### src/rtl/wb_arbiter.sv
// Writeback arbiter: merges ALU and load results onto one register-file write port.
// MEM has fixed priority; define WB_ARB_STARVE_EN to enable the ALU starvation guard.
module wb_arbiter #(
  parameter int XLEN       = 32,
  parameter int ADDR_SIZE  = 5,
  parameter int STARVE_MAX = 3
) (
  input  logic                 clk,
  input  logic                 rst,
  input  logic                 alu_valid,
  input  logic [ADDR_SIZE-1:0] alu_rd,
  input  logic [XLEN-1:0]      alu_data,
  output logic                 alu_ready,
  input  logic                 mem_valid,
  input  logic [ADDR_SIZE-1:0] mem_rd,
  input  logic [XLEN-1:0]      mem_data,
  output logic                 mem_ready,
  output logic                 WB_we,
  output logic [ADDR_SIZE-1:0] WB_rd,
  output logic [XLEN-1:0]      WB_data_mem,
  output logic                 wb_src,
  output logic [15:0]          conflict_cnt
);

  logic force_alu;
  logic alu_gnt;
  logic mem_gnt;

  always_comb begin
    alu_ready = !rst && (!mem_valid || force_alu);
    mem_ready = !rst && !(alu_valid && force_alu);
    alu_gnt   = alu_valid && alu_ready;
    mem_gnt   = mem_valid && mem_ready;
  end

`ifdef WB_ARB_STARVE_EN
  localparam logic [3:0] STARVE_LIM = 4'(STARVE_MAX);

  logic [3:0] starve_q;
  logic [3:0] starve_d;

  assign force_alu = (starve_q == STARVE_LIM);

  // A pending, ungranted ALU result is exactly alu_valid && !alu_gnt.
  always_comb begin
    starve_d = starve_q;
    if (!alu_valid || alu_gnt) begin
      starve_d = 4'd0;
    end else if (starve_q != STARVE_LIM) begin
      starve_d = starve_q + 4'd1;
    end
  end

  always_ff @(posedge clk) begin
    if (rst) begin
      starve_q <= 4'd0;
    end else begin
      starve_q <= starve_d;
    end
  end
`else
  logic [3:0] unused_starve_max;

  assign unused_starve_max = 4'(STARVE_MAX);
  assign force_alu         = 1'b0;
`endif

  logic                 we_q,   we_d;
  logic [ADDR_SIZE-1:0] rd_q,   rd_d;
  logic [XLEN-1:0]      data_q, data_d;
  logic                 src_q,  src_d;
  logic [15:0]          conf_q, conf_d;

  always_comb begin
    we_d   = 1'b0;
    rd_d   = rd_q;
    data_d = data_q;
    src_d  = src_q;
    unique case (1'b1)
      mem_gnt: begin
        we_d   = (mem_rd != '0);
        rd_d   = mem_rd;
        data_d = mem_data;
        src_d  = 1'b1;
      end
      alu_gnt: begin
        we_d   = (alu_rd != '0);
        rd_d   = alu_rd;
        data_d = alu_data;
        src_d  = 1'b0;
      end
      default: ;
    endcase
    conf_d = conf_q;
    if (alu_valid && mem_valid && conf_q != 16'hFFFF) begin
      conf_d = conf_q + 16'd1;
    end
  end

  always_ff @(posedge clk) begin
    if (rst) begin
      we_q   <= 1'b0;
      rd_q   <= '0;
      data_q <= '0;
      src_q  <= 1'b0;
      conf_q <= 16'd0;
    end else begin
      we_q   <= we_d;
      rd_q   <= rd_d;
      data_q <= data_d;
      src_q  <= src_d;
      conf_q <= conf_d;
    end
  end

  assign WB_we        = we_q;
  assign WB_rd        = rd_q;
  assign WB_data_mem  = data_q;
  assign wb_src       = src_q;
  assign conflict_cnt = conf_q;

endmodule

### config.mk
export PLATFORM = sky130hd
export DESIGN_NAME = wb_arbiter
export DESIGN_NICKNAME = d
export VERILOG_FILES = /design/src/rtl/wb_arbiter.sv
export SDC_FILE = /design/constraint.sdc
export NUM_CORES = 1
export LEC_CHECK = 0
export CAP_MARGIN = 20
export CELL_PAD_IN_SITES_DETAIL_PLACEMENT = 0
export CELL_PAD_IN_SITES_GLOBAL_PLACEMENT = 1
export CORE_MARGIN = 2
export CORE_UTILIZATION = 27
export DETAILED_ROUTE_END_ITERATION = 7
export GPL_ROUTABILITY_DRIVEN = 0
export PLACE_DENSITY_LB_ADDON = 0.1
export SLEW_MARGIN = 20
export SYNTH_ARGS = -nofsm -noshare
export SYNTH_HDL_FRONTEND = slang
export SYNTH_SLANG_ARGS = --single-unit
### constraint.sdc
create_clock -name clk -period 2.3 [get_ports clk]
set_input_delay 0.69 -clock clk [delete_from_list [all_inputs] [get_ports clk]]
set_output_delay 0.69 -clock clk [all_outputs]
set_load 0.1 [all_outputs]
==> results.py <==
metrics = {
    "status": {
        "outcome": "completed",
    },
    "final_layout": {
        "stdcell_area_mm2": 0.003974,
        "areaGrowthSynthToFinish_pct": 56.45,
        "antenna_cells": 0,
        "nNetsFinal": 518,
        "final_layout_size_suffix_gt1_frac": 0.2123,
    },
    "yosys": {
        "yosys.area_share.simple": 0.2103,
        "synthMuxAreaShare": 0.1498,
        "synth.area.top_cells": "dfxtp_1, mux2i_1, nor2_1",
        "synth-seq-cells": 55,
        "yosys-top-cells-count": "nor2_1, dfxtp_1, a21oi_1",
        "synth_edf_count": 0,
        "synth_top_family_by_area": "simple AND/OR/NAND/NOR gates",
        "synth_top_area_share": 0.4335,
        "synth_area_per_cell_um2": 8.141,
        "ys_types": 28,
        "ys_warn_count": 0,
        "ys.flop_type": "dfxtp_1",
        "synth_cells": 312,
        "async_flop_share": 0,
        "ys_seq_area_frac": 0.4335,
        "syn-cell-area_mm2": 0.002540,
        "syn-num-nets": 391,
        "synth_compound_gate_area_share": 0.1601,
        "synth-xor-area-share": 0,
        "yosys.area.top_type": "dfxtp_1",
        "yosysMostFrequentCell": "nor2_1",
        "synth-adder-area-share": 0.004926,
    },
    "pwr": {
        "p_leak_nw": 1.662,
        "vdd_drop_max_uv": 309.0,
        "power.share.switching": 0.3629,
        "p_sw_mw": 0.8292,
        "combPwrFrac": 0.330,
        "seq_power_share": 0.448,
        "clkPwrFrac": 0.222,
        "p_int_mw": 1.456,
        "p_per_area_mw_per_mm2": 575.0,
    },
    "route": {
        "wire_per_inst_um": 13.64,
        "maxUsedRoutingLayer": "met4",
        "dr.pass1.iters": 4,
        "finalWirelength_um": 7488,
        "wl_met3_um": 598,
        "vias_per_cell": 4.709,
        "dr_wl_met2_um": 3526,
        "vias": 2585,
        "wl_met1_um": 3291,
        "antenna_left": 0,
        "drc": 0,
        "drt-initial-drc-count": 49,
    },
    "global_routing": {
        "grt_antenna_before_repair": 0,
        "gr-total-overflow": 0,
        "grt_pass1_vias": 2442,
        "grt.total_usage": 0.1431,
        "grt_max_degree": 63,
        "grt_pass1_wl_um": 11680,
    },
    "place": {
        "dp_hpwl_um": 5391,
        "port_buffers": 134,
        "dpl_cell_area_mm2": 0.003901,
    },
    "floorplan": {
        "core_mm2": 0.009196,
        "std_cell_rows": 35,
        "die_area_mm2": 0.01020,
        "die_height_um": 101.0,
        "die_w_um": 101.0,
        "io_pins": 135,
        "initial_utilization": 0.2762,
    },
    "clock_network": {
        "cts_tree": "done",
        "cts_resized": 0,
        "cts.clk_slew.worst_paths_ps": 90,
        "cts_max_level": 2,
        "clk-insertion-delay-late_ps": 300,
        "cts.sinks": 55,
        "post-cts-setup-buffer-count": 0,
        "clk_path_buf_depth": 2,
        "cts_root_buf": "clkbuf_8",
        "numCtsBuffers": 5,
        "cts_hold_buf": 0,
    },
    "setup_path": {
        "required_ps": 1610,
        "criticalPathCategory": "primary input to primary output",
        "endpoint_kind": "primary output",
        "startpoint_type": "primary input",
        "critPathMaxFanout": 20,
        "arrival_ps": 1310,
    },
    "sta": {
        "skew_ps": 3.641,
        "fmax_ghz": 0.5007,
        "fin_crit_sh": 0.8684,
        "rsz0062_at_grt": "false",
        "report.final.slew_viol_count": 0,
        "finalSetupViolCount": 0,
        "totalNegativeSetupSlack_ps": 0,
        "relSlewSlack": 0.5925,
        "period_needed_ps": 1997,
        "tightest_slew_ps": 611.2,
        "finalHoldViolCount": 0,
    },
    "run": {
        "drv_cap": 0,
    },
    "worst_hold_path": {
        "hold_class": "register to register",
    },
}
[flip-flops by register name, indices dropped and copies added (netlist names)]
signal	cells
wb_src	1
conflict_cnt	16
WB_we	1
WB_rd	5
WB_data_mem	32
[cell usage in the layout (no fill, tap or decap), drive strengths merged]
master / synthesis / final
a311oi: 1 / 1
dfxtp: 55 / 55
buf: 8 / 69
or2: 2 / 2
o21bai: 1 / 1
nand3: 7 / 7
o31ai: 7 / 7
nand4: 5 / 5
inv: 3 / 3
nor4: 3 / 3
o31a: 1 / 1
o311a: 1 / 1
o211ai: 3 / 3
ha: 1 / 1
a21oi: 50 / 50
nor3: 3 / 3
and4: 1 / 1
or3: 6 / 6
a31oi: 1 / 1
or4: 7 / 7
o21ai: 5 / 5
nor2: 80 / 80
o21a: 2 / 2
clkdlybuf4s50: 0 / 74
clkbuf: 15 / 6
mux2i: 38 / 38
nand2: 6 / 6
[logic make-up after synthesis]
kind of cell,Yosys count
and+or+nand+nor,120
AOI/OAI and AO/OA,72
DFF,55
muxes,38
buffers and inverters,26
adders and majority gates,1
[routing by layer]
| metal | up-vias | track usage |
|---|---|---|
| met2 | 69 | 0.2405 |
| met1 | 1157 | 0.1732 |
| met5 | - | 0 |
| li1 | 1352 | - |
| met3 | 7 | 0.05201 |
| met4 | 0 | 0.03742 |
[power by group through the flow]
stage,clock [mW],combinational (mW),sequential (mW)
after global placement,0,0.758,1.05
after floorplan,0,0.174,1.38
final,0.507,0.754,1.02
after global routing,0.568,0.797,1.03
after CTS,0.538,0.762,1.03
after detailed placement,0,0.759,1.05
[critical path, stage by stage]
cell and delay, ps:
buf_2 110, buf_4 200, nor2_4 120, buf_12 180
[final timing paths]
| path | from | to | slack (ps) | cells past startpoint |
|---|---|---|---|---|
| max | mem_valid | alu_ready | 300 | 4 |
| min | conflict_cnt[15] | conflict_cnt[15] | 490 | 2 |
| min reg2reg | conflict_cnt[15] | conflict_cnt[15] | 490 | 2 |
| max reg2reg | conflict_cnt[0] | conflict_cnt[6] | 510 | 7 |
[area by class of cell]
class                           count  area (um2)
Clock buffer                        6       72.57
Multi-Input combinational cell    231        1341
Sequential cell                    55        1121
Timing Repair Buffer              143        1289
Inverter                            3       11.26
Tap cell                          111       138.9
Fill cell                         951        5223
[per-stage QoR]
stage                     hold slack [ps]  power [mW]  cells  utilization  worst slack [ps]
after global routing                514.1       2.395    549       0.4321             275.7
final                               489.1       2.285    549       0.4321             302.6
after detailed placement            481.3       1.806    543       0.4242             154.0
after CTS                           495.6       2.325    549       0.4321             296.4
after global placement              469.4       1.803    543       0.4242             164.9
after floorplan                     705.7       1.553    312            -            -141.8
Note: power is estimated with default switching activity, not from simulation.
